[src/rtl/ysyx_22041412_mul_pkg.sv]
// Shared definitions for the iterative radix-4 Booth multiplier.
//   mul_state_e : FSM states
//   MS_*        : mul_signed encodings (2'b01 behaves like MS_UU)
//   WORD_DIGITS : Booth digits needed for a 32-bit word-mode product
//   calc_k()    : BUSY cycles for a digit count at a given unroll
package ysyx_22041412_mul_pkg;

   typedef enum logic [1:0] {
      S_IDLE = 2'd0,
      S_BUSY = 2'd1,
      S_DONE = 2'd2
   } mul_state_e;

   localparam logic [1:0] MS_SS = 2'b11;
   localparam logic [1:0] MS_SU = 2'b10;
   localparam logic [1:0] MS_UU = 2'b00;

   localparam int WORD_DIGITS = 17;

   function automatic int calc_k(input int digits, input int unroll);
      return (digits + unroll - 1) / unroll;
   endfunction

endpackage

[src/rtl/ysyx_22041412_mul_iter_booth_pp.sv]
// Radix-4 Booth partial-product selector (purely combinational).
//   code_i  : multiplier bits {b[2i+1], b[2i], b[2i-1]}
//   mcand_i : multiplicand, already aligned to this digit's weight
//   pp_o    : 0, +-mcand or +-2*mcand, modulo 2^WIDTH
module ysyx_22041412_booth_pp #(
   parameter int WIDTH = 130
) (
   input  logic [2:0]       code_i,
   input  logic [WIDTH-1:0] mcand_i,
   output logic [WIDTH-1:0] pp_o
);

   always_comb begin
      pp_o = '0;
      case (code_i)
         3'b001, 3'b010: pp_o = mcand_i;
         3'b011:         pp_o = mcand_i << 1;
         3'b100:         pp_o = -(mcand_i << 1);
         3'b101, 3'b110: pp_o = -mcand_i;
         default:        pp_o = '0;
      endcase
   end

endmodule

[src/rtl/ysyx_22041412_mul_iter.sv]
// Iterative radix-4 Booth multiplier, UNROLL digits per BUSY cycle.
// Ports:
//   clk, rst (async, active-low), flush (abort current operation)
//   in_valid/in_ready       : request handshake, in_ready high only in IDLE
//   multiplicand_i, multiplier_i, mul_signed, mulw_i, mul_hi : operation
//   out_valid/out_ready     : result handshake, result_o registered
// Build option: MUL_EARLY_EXIT_EN finishes as soon as the remaining
// multiplier bits are all-0 or all-1 (no further nonzero digits).
module ysyx_22041412_mul_iter
   import ysyx_22041412_mul_pkg::*;
#(
   parameter int XLEN   = 64,
   parameter int UNROLL = 1
) (
   input  logic            clk,
   input  logic            rst,
   input  logic            flush,
   input  logic            in_valid,
   output logic            in_ready,
   input  logic [XLEN-1:0] multiplicand_i,
   input  logic [XLEN-1:0] multiplier_i,
   input  logic [1:0]      mul_signed,
   input  logic            mulw_i,
   input  logic            mul_hi,
   output logic            out_valid,
   input  logic            out_ready,
   output logic [XLEN-1:0] result_o
);

   localparam int AW     = 2 * XLEN + 2;
   localparam int BW     = XLEN + 3;
   localparam int K_FULL = calc_k(XLEN / 2 + 1, UNROLL);
   localparam int K_WORD = calc_k(WORD_DIGITS, UNROLL);
   localparam int CW     = $clog2(XLEN);

   mul_state_e state_q, state_d;
   logic [AW-1:0]   mcand_q, mcand_d;
   logic [BW-1:0]   mplr_q, mplr_d;
   logic [AW-1:0]   acc_q, acc_d;
   logic [CW-1:0]   cnt_q, cnt_d;
   logic            w_q, w_d;
   logic            hi_q, hi_d;
   logic [XLEN-1:0] result_q, result_d;

   logic [UNROLL-1:0][AW-1:0] pp;
   logic [AW-1:0]   acc_sum;
   logic [AW-1:0]   prod_fin;
   logic [XLEN-1:0] res_sel;
   logic [AW-1:0]   a_ext;
   logic [BW-1:0]   b_ext;
   logic            a_sign, b_sign;
   logic            early_exit;

   // Operand extension; in word mode bit 31 is the sign source and the
   // upper operand bits are never looked at.
   always_comb begin
      a_sign = mul_signed[1] & (mulw_i ? multiplicand_i[31] : multiplicand_i[XLEN-1]);
      b_sign = (mul_signed == MS_SS) & (mulw_i ? multiplier_i[31] : multiplier_i[XLEN-1]);
      if (mulw_i) begin
         a_ext = AW'($signed({a_sign, multiplicand_i[31:0]}));
         b_ext = BW'($signed({b_sign, multiplier_i[31:0], 1'b0}));
      end else begin
         a_ext = AW'($signed({a_sign, multiplicand_i}));
         b_ext = {b_sign, b_sign, multiplier_i, 1'b0};
      end
   end

   // Copy g handles the digit at multiplier bits [2g+2:2g] of this cycle.
   for (genvar g = 0; g < UNROLL; g++) begin : g_pp
      ysyx_22041412_booth_pp #(.WIDTH(AW)) u_pp (
         .code_i  (mplr_q[2*g+2 -: 3]),
         .mcand_i (mcand_q << (2 * g)),
         .pp_o    (pp[g])
      );
   end

   always_comb begin
      acc_sum = acc_q;
      for (int i = 0; i < UNROLL; i++) acc_sum = acc_sum + pp[i];
   end

`ifdef MUL_EARLY_EXIT_EN
   // Arithmetic shifts keep the register sign-filled, so an all-equal
   // register means every remaining digit decodes to zero.
   assign early_exit = (&mplr_q) | (~|mplr_q);
`else
   assign early_exit = 1'b0;
`endif

   // On an early exit nothing is added this cycle, so the product is acc_q.
   always_comb begin
      prod_fin = early_exit ? acc_q : acc_sum;
      if (w_q)       res_sel = XLEN'($signed(prod_fin[31:0]));
      else if (hi_q) res_sel = prod_fin[2*XLEN-1:XLEN];
      else           res_sel = prod_fin[XLEN-1:0];
   end

   always_comb begin
      state_d  = state_q;
      mcand_d  = mcand_q;
      mplr_d   = mplr_q;
      acc_d    = acc_q;
      cnt_d    = cnt_q;
      w_d      = w_q;
      hi_d     = hi_q;
      result_d = result_q;
      case (state_q)
         S_IDLE: begin
            if (in_valid) begin
               state_d = S_BUSY;
               mcand_d = a_ext;
               mplr_d  = b_ext;
               acc_d   = '0;
               cnt_d   = mulw_i ? CW'(K_WORD - 1) : CW'(K_FULL - 1);
               w_d     = mulw_i;
               hi_d    = mul_hi;
            end
         end
         S_BUSY: begin
            if (early_exit) begin
               state_d  = S_DONE;
               result_d = res_sel;
            end else begin
               acc_d   = acc_sum;
               mcand_d = mcand_q << (2 * UNROLL);
               mplr_d  = BW'($signed(mplr_q) >>> (2 * UNROLL));
               if (cnt_q == '0) begin
                  state_d  = S_DONE;
                  result_d = res_sel;
               end else begin
                  cnt_d = cnt_q - CW'(1);
               end
            end
         end
         S_DONE: if (out_ready) state_d = S_IDLE;
         default: state_d = S_IDLE;
      endcase
      if (flush) state_d = S_IDLE;
   end

   always_ff @(posedge clk or negedge rst) begin
      if (!rst) begin
         state_q  <= S_IDLE;
         mcand_q  <= '0;
         mplr_q   <= '0;
         acc_q    <= '0;
         cnt_q    <= '0;
         w_q      <= 1'b0;
         hi_q     <= 1'b0;
         result_q <= '0;
      end else begin
         state_q  <= state_d;
         mcand_q  <= mcand_d;
         mplr_q   <= mplr_d;
         acc_q    <= acc_d;
         cnt_q    <= cnt_d;
         w_q      <= w_d;
         hi_q     <= hi_d;
         result_q <= result_d;
      end
   end

   assign in_ready  = (state_q == S_IDLE);
   assign out_valid = (state_q == S_DONE);
   assign result_o  = result_q;

endmodule

[config.mk]
export PLATFORM = sky130hd
export DESIGN_NAME = ysyx_22041412_mul_iter
export DESIGN_NICKNAME = d
export VERILOG_FILES = /design/src/rtl/ysyx_22041412_mul_pkg.sv /design/src/rtl/ysyx_22041412_mul_iter_booth_pp.sv /design/src/rtl/ysyx_22041412_mul_iter.sv
export SDC_FILE = /design/constraint.sdc
export NUM_CORES = 1
export LEC_CHECK = 0
export ABC_AREA = 0
export CORE_MARGIN = 3
export CORE_UTILIZATION = 35
export DETAILED_ROUTE_END_ITERATION = 10
export PLACE_DENSITY = 0.59
export SLEW_MARGIN = 10
export SYNTH_ARGS = -nofsm -noshare
export SYNTH_HDL_FRONTEND = slang
export SYNTH_HIERARCHICAL = 1
export SYNTH_SLANG_ARGS = --single-unit
[constraint.sdc]
create_clock -name clk -period 5.4 [get_ports clk]
set_input_delay 1.62 -clock clk [delete_from_list [all_inputs] [get_ports clk]]
set_output_delay 1.62 -clock clk [all_outputs]
set_load 0.02 [all_outputs]
; After elaboration in Yosys (flattened, before gate mapping)
; Index checks and enable logic that the tools add are counted.
[classes]
reduce_logical = 11
bitwise = 3
n_mux = 22
div_mod_pow = 0
n_mul = 0
order_cmp = 0
n_shift = 0
n_eq_ne = 14
n_addsub = 4
[op_table]
columns = cell, n
row1 = case mux 130 bit (2 select lines), 2
row2 = case mux 130 bit (4 select lines), 1
row3 = two-way mux 130 bit, 2
row4 = negation 130 bit, 2
row5 = two-way mux 64 bit, 3
row6 = case mux 67 bit (2 select lines), 1
row7 = adder 130 bit, 1
row8 = two-way mux 67 bit, 1
row9 = two-way mux 65 bit, 1
row10 = two-way mux 6 bit, 3
row11 = case mux 6 bit (2 select lines), 1
row12 = "equality test 3 bit, second input constant", 3
row13 = AND reduction 3 bit, 3
row14 = two-way mux 2 bit, 4
row15 = "equality test 3 x 2 -> 1 bit, second input constant", 2
row16 = logical NOT 6 bit, 1
row17 = "inequality test 3 bit, second input constant", 2
row18 = case mux 2 bit (3 select lines), 1
row19 = AND reduction 2 bit, 3
row20 = "subtractor 6 x 1 -> 6 bit, second input constant", 1
row21 = "equality test 2 bit, second input constant", 2
row22 = "inequality test 2 bit, second input constant", 2
row23 = OR reduction 2 bit, 2
row24 = "equality test 3 x 1 -> 1 bit, second input constant", 1
row25 = other kinds (7), 9
[word_totals]
wordCells = 63
out_inout_bits = 66
input_bits = 137
ram_bits = 0
mem_bits_ro = 0
n_memories = 0
regBits = 401
latchBits = 0

; Logic depth before layout (Yosys ltp)
; Gate-level depths: netlist (run 1).
[depth]
word_depth = 6
depth_mapped = 24
depth_no_buf = 21

; Cells and area by module
; The synthesis (run 1) kept the hierarchy.
[by_module_without_submodules]
columns = module, cells_each, seq_area_each_um2, instances, area_per_inst_um2
row1 = ysyx_22041412_mul_iter, 3128, 9984.6, 1, 26102.5
row2 = ysyx_22041412_booth_pp, 1325, 0.0, 1, 7672.4

; Least setup slack after synthesis (run 1)
; Ideal clock, no wire load.
[synth_path]
path_kind = register to register
startpoint = reg mcand_q[2]
endpoint = reg acc_q[121]
n_path_buf = 2
setup_slack_ps = -328
synth_period_minus_slack_ps = 5728
path_stages_with_launch = 20
arrival_time_ps = 5607
setup_time_ps = 121
required_ps = 5279
path_cell_list = dfrtp_1 or4_1 buf_2 or4_4 nor3_1 nand3_1 o41ai_1 xor2_1 o221ai_1 ha_1 buf_2 nand4_1 or2_1 or3_1 or4_1 or3_1 nand4b_2 a31oi_1 a211o_1 a22o_1
[synth_rtl]
columns = item, line
row1 = start: declaration, ysyx_22041412_mul_iter.sv:37  ; logic [AW-1:0] mcand_q, mcand_d;
row2 = start signal: assignment, ysyx_22041412_mul_iter.sv:153  ; mcand_q <= mcand_d;
row3 = end signal: assignment, ysyx_22041412_mul_iter.sv:146  ; acc_q <= '0;
row4 = end signal: assignment, ysyx_22041412_mul_iter.sv:155  ; acc_q <= acc_d;
row5 = end: declaration, ysyx_22041412_mul_iter.sv:39  ; logic [AW-1:0] acc_q, acc_d;

==> results of run 1 <==
[stage by stage]
step / instance area (um^2) / instances / utilization [%] / setup slack [ns]
3_3_place_gp: 46300 / 6874 / 48.7 / -0.731
3_5_place_dp: 46300 / 6874 / 48.7 / -0.835
2_1_floorplan: 33700 / 4433 / - / -0.0215
5_1_grt: 52800 / 7087 / 55.5 / -0.490
4_1_cts: 50300 / 7018 / 52.8 / -0.248
6_report: 52900 / 7088 / 55.5 / -0.280
[flip-flops by register name, indices dropped and copies added (netlist names)]
register / flops
acc_q: 128
mcand_q: 128
mplr_q: 67
result_o: 64
cnt_q: 6
state_q: 2
hi_q: 1
w_q: 1
[report_power, final]
part / switching (mW) / internal, mW
Clock: 1.55 / 2.11
Sequential: 0.889 / 3.97
Combinational: 15.4 / 12.8
Total: 17.8 / 18.9
[timing repair]
item / CTS / global route
gates cloned: 0 / 0
pin swaps: 145 / 225
endpoints found under the setup margin: 146 / 145
setup buffers: 64 / 84
resized for setup: 394 / 470
[cell type report]
class                           count  area, um^2  area share [%]
Clock buffer                       59        1370            2.59
Clock inverter                     31         372           0.703
Timing Repair Buffer             1651       13500            25.6
Antenna cell                        2        5.00         0.00947
Tap cell                         1265        1580            2.99
Multi-Input combinational cell   3608       25800            48.8
Inverter                           75         289           0.547
Sequential cell                   397        9940            18.8
[placed cells by master, fill, tap and decap left out, drive strengths merged, types with 105 or more instances in the layout]
cell type,n
a21oi,401
nor3,127
nand4,117
dfrtp,397
ha,130
o21ai,375
nand2,523
nor2,449
xor2,116
xnor2,122
a31oi,105
clkdlybuf4s50,200
buf,1451
[metal layers]
metal / wire [um] / share of wire [%]
met4: 9970 / 5.8
met5: 0 / 0
met3: 14400 / 8.4
met1: 72600 / 42
met2: 74400 / 43
[critical path, stage by stage (launching register included)]
cell       delay (ns)
dfrtp_1          0.38
or4_4            0.54
or4_4            0.54
buf_6            0.15
or3_4            0.39
nand2_4          0.08
xnor2_2          0.07
a22o_1           0.21
a211o_1          0.35
ha_4             0.31
buf_6            0.10
nand2_4          0.05
nor3_2           0.19
buf_4            0.16
nand3_2          0.05
a31oi_1          0.20
buf_4            0.18
buf_6            0.11
inv_4            0.03
a2111oi_4        0.43
buf_4            0.19
nor3_4           0.06
buf_6            0.13
o31ai_4          0.27
xnor2_2          0.17
mux2i_1          0.11
a21oi_1          0.17
[worst max path at each step]
stage,cells past startpoint,to
floorplan,21,acc_q[121]
global route,31,result_o[35]
detailed placement,26,acc_q[121]
CTS,19,acc_q[127]
global placement,25,result_o[38]
finish,26,result_o[35]
==> reports/qor.csv, run 1 <==
metric,value,unit
cp_max_fo,4,
holdCritStartpoint,result_o[9],
violations,setup timing,
synth_fp_nets,4701,
setup_tns,-8.29,ns
first_pass_iters,5,
grt-ovfl-total,0,
r2r-start,mcand_q[11],
ir_drop,0.375,mV
r2r-end,result_o[35],
hold_buffers,0,
via_per_inst,5.86,
setup_viol,70,
drt-total-wl,171,mm
clkLatencyLatePin,0.66,ns
gp_congestion,1.02,
cts_buffers,52,
grt_busiest_layer,met2,
synth_area,33600,um^2
required,5.97,ns
drt_iter0_markers,4364,
yosysWarnings,6,
antenna_found_initial,2,
hold_path.class,flop to flop,
use_met3,4.80,%
maxCapViolCount,0,
cts_tree,built,
power_density,694,nW/um^2
grt_max_degree,85,
clockRootBuffer,clkbuf_16,
synthToLayoutAreaGrowth,57.3,%
hold_viol_final,0,
die-width,316,um
start_kind,flop,
worstHoldPathCells,2,
dieArea,99700,um^2
endpoint_kind,flop,
final_layout_size_suffix_gt1_share,36.9,%
drc,0,
grt.met2_usage,50.2,%
clk_pin_slew,0.07,ns
num_vias,41500,
setup_slack,-0.280,ns
whs,0.471,ns
tritoncts_num_sinks,397,
core-area,95200,um^2
wl_per_cell,24.2,um
initial_core_util,35.3,%
worst_pin_slew,1.14,ns
p_total,36.7,mW
status,"complete, but fails checks",
arrival,6.25,ns
postRouteAntennaNets,0,
rsz0062_at_grt,yes,
worstHoldEndpoint,result_o[9],
ios,203,
syn_avg_cell_area,7.58,um^2
min_period,5.68,ns
leakagePower,22.9,nW
h-tree-depth,2,
post-dp-hpwl,132,mm
n_fill_cell,8743,
period_share,105,%
grt.total_usage,32.9,%
layout.nets,6053,
clock.fmax,0.176,GHz
clockBufferDepth,3,
fin_worst_skew,0.0279,ns
grt_pass1_wl,250,mm
syn_inst,4433,
crit_path_start,mcand_q[11],
worstSetupPathType,flop to flop,
portBuffers,202,
rows,113,
max_slew_margin,24.1,%
rrSetupSlack,-0.28,ns
grtUsageMet1,45.3,%
grt_pass1_vias,39400,
slew_violations,0,
reg2reg_depth,26,
die_h,316,um
No activity file was read; power rests on OpenSTA's default activity.
==> inputs of run 2 (changes only) <==
--- a/config.mk
+++ b/config.mk
@@ -10,7 +10,7 @@
 export CORE_UTILIZATION = 35
 export DETAILED_ROUTE_END_ITERATION = 10
 export PLACE_DENSITY = 0.59
-export SLEW_MARGIN = 10
+export SLEW_MARGIN = 20
 export SYNTH_ARGS = -nofsm -noshare
 export SYNTH_HDL_FRONTEND = slang
 export SYNTH_HIERARCHICAL = 1
==> results of run 2 <==
The final DEF is identical to that of run 1; final timing and power are the same.
